### src/rtl/project_pkg.sv
// Shared project types: matrix element type, ASCII byte constants and the
// state encoding of the matrix element sender.
package project_pkg;

    typedef logic signed [7:0] matrix_element_t;

    localparam logic [7:0] ASCII_CR    = 8'h0D;
    localparam logic [7:0] ASCII_LF    = 8'h0A;
    localparam logic [7:0] ASCII_SP    = 8'h20;
    localparam logic [7:0] ASCII_MINUS = 8'h2D;
    localparam logic [7:0] ASCII_0     = 8'h30;
    localparam logic [7:0] ASCII_I     = 8'h49;
    localparam logic [7:0] ASCII_D     = 8'h44;
    localparam logic [7:0] ASCII_EQ    = 8'h3D;

    typedef enum logic [2:0] {
        S_IDLE,
        S_LOAD,
        S_SEND,
        S_WAIT_TX,
        S_DONE
    } sender_state_t;

endpackage

### src/rtl/matrix_elem_sender_digits.sv
// elem_to_digits: splits an 8-bit unsigned magnitude into decimal digits and
// reports how many digits are significant (1..3, zero counts as one digit).
module elem_to_digits (
    input  logic [7:0] magnitude,
    output logic [3:0] hundreds,
    output logic [3:0] tens,
    output logic [3:0] ones,
    output logic [1:0] digit_count
);

    logic [7:0] rem;

    always_comb begin
        hundreds = 4'(magnitude / 8'd100);
        rem      = magnitude % 8'd100;
        tens     = 4'(rem / 8'd10);
        ones     = 4'(rem % 8'd10);
        if (magnitude >= 8'd100)
            digit_count = 2'd3;
        else if (magnitude >= 8'd10)
            digit_count = 2'd2;
        else
            digit_count = 2'd1;
    end

endmodule

### src/rtl/matrix_elem_sender.sv
// matrix_elem_sender: prints one matrix element, "ID=<n>" or a bare CR LF as
// ASCII bytes over the uart_tx handshake. Define SENDER_PAD_EN for right-aligned elements.
module matrix_elem_sender
    import project_pkg::*;
#(
    parameter int PAD_W = 4
) (
    input  logic            clk,
    input  logic            rst_n,
    input  matrix_element_t sender_data,
    input  logic            sender_start,
    input  logic            sender_is_last_col,
    input  logic            sender_newline_only,
    input  logic            sender_id,
    output logic            sender_done,
    output logic            busy,
    output logic [7:0]      tx_data,
    output logic            tx_start,
    input  logic            tx_done
);

`ifdef SENDER_PAD_EN
    localparam bit PAD_EN = 1'b1;
`else
    localparam bit PAD_EN = 1'b0;
`endif
    localparam int BUF_N = (PAD_EN && (PAD_W + 2 > 8)) ? PAD_W + 2 : 8;

    sender_state_t       state;
    matrix_element_t     data_q;
    logic                last_q;
    logic                nl_q;
    logic                id_q;
    logic [BUF_N*8-1:0]  buf_q;
    logic [3:0]          len_q;
    logic [3:0]          idx;

    logic                neg;
    logic [7:0]          magnitude;
    logic [3:0]          hundreds;
    logic [3:0]          tens;
    logic [3:0]          ones;
    logic [1:0]          digit_count;
    logic [BUF_N*8-1:0]  nxt_buf;
    logic [3:0]          nxt_len;

    // ID mode prints the raw byte unsigned; otherwise -128 negates to 0x80 = 128.
    assign neg       = !id_q && data_q[7];
    assign magnitude = neg ? 8'(-data_q) : 8'(data_q);

    elem_to_digits u_digits (
        .magnitude   (magnitude),
        .hundreds    (hundreds),
        .tens        (tens),
        .ones        (ones),
        .digit_count (digit_count)
    );

    always_comb begin
        int n;
        nxt_buf = '0;
        n       = 0;
        if (nl_q) begin
            nxt_buf[0 +: 8] = ASCII_CR;
            nxt_buf[8 +: 8] = ASCII_LF;
            n = 2;
        end else begin
            if (id_q) begin
                nxt_buf[0  +: 8] = ASCII_I;
                nxt_buf[8  +: 8] = ASCII_D;
                nxt_buf[16 +: 8] = ASCII_EQ;
                n = 3;
            end
`ifdef SENDER_PAD_EN
            if (!id_q) begin
                for (int i = 0; i < PAD_W; i++) begin
                    if (i < PAD_W - (int'(neg) + int'(digit_count))) begin
                        nxt_buf[n*8 +: 8] = ASCII_SP;
                        n = n + 1;
                    end
                end
            end
`endif
            if (neg) begin
                nxt_buf[n*8 +: 8] = ASCII_MINUS;
                n = n + 1;
            end
            if (digit_count == 2'd3) begin
                nxt_buf[n*8 +: 8] = ASCII_0 + {4'd0, hundreds};
                n = n + 1;
            end
            if (digit_count >= 2'd2) begin
                nxt_buf[n*8 +: 8] = ASCII_0 + {4'd0, tens};
                n = n + 1;
            end
            nxt_buf[n*8 +: 8] = ASCII_0 + {4'd0, ones};
            n = n + 1;
            if (last_q) begin
                nxt_buf[n*8 +: 8]     = ASCII_CR;
                nxt_buf[(n+1)*8 +: 8] = ASCII_LF;
                n = n + 2;
            end else begin
                nxt_buf[n*8 +: 8] = ASCII_SP;
                n = n + 1;
            end
        end
        nxt_len = 4'(n);
    end

    // tx_data/tx_start are loaded on the transition into SEND so both are
    // registered and valid together for the whole SEND cycle.
    always_ff @(posedge clk or negedge rst_n) begin
        if (!rst_n) begin
            state       <= S_IDLE;
            data_q      <= '0;
            last_q      <= 1'b0;
            nl_q        <= 1'b0;
            id_q        <= 1'b0;
            buf_q       <= '0;
            len_q       <= '0;
            idx         <= '0;
            tx_data     <= '0;
            tx_start    <= 1'b0;
            sender_done <= 1'b0;
            busy        <= 1'b0;
        end else begin
            tx_start    <= 1'b0;
            sender_done <= 1'b0;
            case (state)
                S_IDLE: begin
                    idx <= '0;
                    if (sender_start) begin
                        data_q <= sender_data;
                        last_q <= sender_is_last_col;
                        nl_q   <= sender_newline_only;
                        id_q   <= sender_id;
                        busy   <= 1'b1;
                        state  <= S_LOAD;
                    end
                end
                S_LOAD: begin
                    buf_q    <= nxt_buf;
                    len_q    <= nxt_len;
                    idx      <= '0;
                    tx_data  <= nxt_buf[7:0];
                    tx_start <= 1'b1;
                    state    <= S_SEND;
                end
                S_SEND: begin
                    state <= S_WAIT_TX;
                end
                S_WAIT_TX: begin
                    if (tx_done) begin
                        if (idx == len_q - 4'd1) begin
                            sender_done <= 1'b1;
                            state       <= S_DONE;
                        end else begin
                            idx      <= idx + 4'd1;
                            tx_data  <= buf_q[(int'(idx) + 1)*8 +: 8];
                            tx_start <= 1'b1;
                            state    <= S_SEND;
                        end
                    end
                end
                S_DONE: begin
                    busy  <= 1'b0;
                    state <= S_IDLE;
                end
                default: state <= S_IDLE;
            endcase
        end
    end

endmodule

### config.mk
export PLATFORM = sky130hd
export DESIGN_NAME = matrix_elem_sender
export DESIGN_NICKNAME = d
export VERILOG_FILES = /design/src/rtl/project_pkg.sv /design/src/rtl/matrix_elem_sender_digits.sv /design/src/rtl/matrix_elem_sender.sv
export SDC_FILE = /design/constraint.sdc
export NUM_CORES = 1
export LEC_CHECK = 0
export CAP_MARGIN = 5
export CELL_PAD_IN_SITES_DETAIL_PLACEMENT = 0
export CELL_PAD_IN_SITES_GLOBAL_PLACEMENT = 1
export CORE_ASPECT_RATIO = 0.9
export CORE_UTILIZATION = 43
export DETAILED_ROUTE_END_ITERATION = 8
export GPL_ROUTABILITY_DRIVEN = 0
export PLACE_DENSITY = 0.84
export SLEW_MARGIN = 10
export SYNTH_ARGS = -nofsm -noshare
export SYNTH_HDL_FRONTEND = slang
export SYNTH_SLANG_ARGS = --single-unit
### constraint.sdc
create_clock -name clk -period 19.95 [get_ports clk]
set_input_delay 2.9925 -clock clk [delete_from_list [all_inputs] [get_ports clk]]
set_output_delay 2.9925 -clock clk [all_outputs]
set_load 0.05 [all_outputs]
==> results_dict.tcl <==
set metrics [dict create \
    drt.antenna.violating_nets 0 \
    drtPass1Iterations 7 \
    num_io_pins 26 \
    yosysSeqAreaShare_pct 26.7 \
    synth_edf_count 0 \
    synth_warnings 0 \
    syn_avg_cell_area_sq_um 8.25 \
    synth_top_area_share_pct 26.7 \
    worstSetupPathType "flop to flop" \
    port_buffers 25 \
    synthAdderAreaFrac_pct 4.89 \
    drt-total-wl_mm 22.6 \
    dp.cells 1058 \
    dp_hpwl_mm 16.9 \
    synth_top_family_by_area "compound AO/OA/AOI/OAI gates" \
    drcViolationCount 0 \
    reg2reg_from "data_q[0]" \
    cp.arrival_ns 7.66 \
    post-route-min-period_ns 7.41 \
    n_antenna_cell 0 \
    synthMuxAreaShare_pct 5.66 \
    dieHeight_um 124 \
    final_util_pct 48.3 \
    cts_made_buffers 9 \
    dr_total_vias 6812 \
    path_clk_slew_ns 0.06 \
    slew_headroom_pct 21.6 \
    hold_class "flop to flop" \
    cts.sinks 76 \
    first_global_vias 6384 \
    post_drt_wl_per_cell_um 21.0 \
    synth_compound_area_share_pct 28.3 \
    cp-end-kind "flop" \
    initial_core_util_pct 44.1 \
    syn-instance-count 862 \
    die-area_sq_mm 0.0171 \
    grt_first_pass_wirelength_mm 35.6 \
    period_share_pct 37.1 \
    synth_area_sq_mm 0.00711 \
    grt_antenna_before_repair 0 \
    finalHoldViolations 0 \
    h-tree-depth 3 \
    r2r_cells 25 \
    cts_setup_buffers 0 \
    nets 904 \
    critPathMaxFanout 14 \
    worst_r2r_endpoint "buf_q[35]" \
    setup_violations 0 \
    yosys.area_share.simple_pct 25.3 \
    hold_depth 2 \
    grt_setup_unrepaired "false" \
    outcome "complete, no violations" \
    setup-tns-final_ns 0 \
    n_fill_cell 1561 \
    clockRootBuffer "clkbuf_16" \
    slew_viol_final 0 \
    max_cap_violations 0 \
    synth_cell_types 113 \
    avgViaCountPerCell 6.34 \
    fmax_mhz 135 \
    async_flop_share_pct 100 \
    startpoint_type "flop" \
    tightest_slew_ns 1.17 \
    finClkSkew_ns 0.00940 \
    drive_gt1_share_pct 11.3 \
    drtIter0Drc 816 \
    fp.dieW_um 138 \
    reg2reg_setup_slack_ns 12.54 \
    area_growth_pct 9.48 \
    synth.area.top_cells "dfrtp_1, ha_1, nand2_1, nor2_1, a21oi_1" \
    cts_tree "built" \
    cts_resized 0 \
    grt_usage_pct 27.8 \
    postCtsHoldBufs 0 \
    startpoint "data_q[0]" \
    endpoint "buf_q[35]" \
    core_sq_mm 0.0161 \
    gr-total-overflow 0 \
    synth-xor-area-share_pct 4.47 \
    insertion_delay_ns 0.35 \
    grt_start_max_net_pins 77 \
    clockBufferDepth 2 \
    finalNonFillerCells 1074 \
    required_ns 20.21 \
    synth_seq_cells 76 \
    fp-row-count 44 \
    yosysTopAreaCell "dfrtp_1" \
    synth-main-ff-cell "dfrtp_1" \
]
==> worst min-delay path by stage <==
| stage | slack, ns | start | end |
|---|---|---|---|
| 2_1_floorplan | 0.44 | buf_q[45] | buf_q[45] |
| 3_3_place_gp | 0.46 | buf_q[45] | buf_q[45] |
| 3_5_place_dp | 0.46 | buf_q[45] | buf_q[45] |
| 4_1_cts | 0.48 | buf_q[45] | buf_q[45] |
| 5_1_grt | 0.51 | buf_q[60] | buf_q[60] |
| 6_report | 0.47 | buf_q[45] | buf_q[45] |
==> kinds of logic after synthesis <==
family / count (synthesis)
compound gates: 274
xor+xnor: 32
fa+ha+maj: 28
buf+inv: 73
flops: 76
mux: 30
other cells: 2
simple gates: 347
==> sequential cells by signal, indices dropped and copies added (netlist names) <==
signal / count
data_q: 8
id_q: 1
tx_data: 8
last_q: 1
buf_q: 43
idx: 4
state: 3
nl_q: 1
busy: 1
sender_done: 1
len_q: 4
tx_start: 1
==> stage by stage <==
stage	hold slack, ns	area (sq um)	setup slack [ns]
floorplan	0.438	7130	13.60
CTS	0.477	7790	12.72
global placement	0.459	7460	13.03
finish	0.473	7790	12.54
detailed placement	0.464	7460	12.75
global route	0.508	7790	11.93
==> critical path, cell delays in order, from the launching register on <==
cell	delay [ns]
dfrtp_1	0.67
inv_1	0.16
ha_1	0.36
nor3b_1	0.20
or3_1	0.42
nand2_1	0.22
inv_1	0.09
ha_1	0.22
and3b_1	0.16
mux2i_1	0.17
a32oi_2	0.16
or4_4	0.57
o21ai_0	0.60
inv_1	0.18
ha_1	0.63
ha_1	0.31
nor2_1	0.10
o41ai_4	0.38
nor3_1	0.09
ha_1	0.30
nand2b_1	0.07
nor3_1	0.14
nand4_1	0.25
nor3_1	0.50
nor2_1	0.12
a221oi_2	0.23
==> per-layer routing <==
layer  part of all wire (%)  global-route usage, %  routed length [um]
met1                     45                   38.6               10300
met2                     44                   42.4                9880
met3                    8.6                   6.51                1950
met4                    2.1                   8.52                 483
met5                      0                      0                   0
==> area by class of cell <==
| class | count | area, sq um | area share, % |
|---|---|---|---|
| multi-input combinational | 716 | 4900 | 63.0 |
| sequential | 76 | 1900 | 24.4 |
| timing repair buffer | 30 | 285 | 3.66 |
| tap | 207 | 259 | 3.33 |
| clock buffer | 9 | 225 | 2.89 |
| inverter | 29 | 109 | 1.40 |
| clock inverter | 7 | 104 | 1.33 |
==> synth_stat cells (4+ instances only) <==
library cell	number
mux4_2	6
a2bb2oi_1	6
nor2b_1	7
nand3_1	30
o31ai_1	10
o21ai_0	49
nor3b_1	4
o211ai_1	14
buf_6	4
nor3_1	31
and3_1	9
nor4_1	8
nand2b_1	19
clkbuf_1	26
or3_1	6
o21ai_1	12
buf_2	8
a22oi_1	11
or2_2	7
mux2_2	8
dfrtp_1	76
a21oi_1	60
nand2_1	90
inv_1	26
a31oi_1	12
nand4_1	9
o22ai_1	5
mux2i_1	14
o21a_1	5
a22o_1	10
and2_1	9
a211o_1	4
xnor2_1	15
nor2_1	87
ha_1	27
xor2_1	12
a21o_1	7
==> cells in the final DEF (no fill, tap or decap), drive strengths merged, types with 12 or more instances in the layout <==
cell / instances
nand2: 91
nor2: 89
dfrtp: 76
o21ai: 64
a21oi: 62
nor3: 33
inv: 32
nand3: 30
ha: 27
clkdlybuf4s50: 24
nand2b: 19
xnor2: 17
o211ai: 17
mux2i: 15
xor2: 15
a31oi: 14
a22oi: 12
nand4: 12
Power is left out: the tool's default activity adds up to more than one toggle a clock period on the data nets, which glitch-free logic cannot reach.
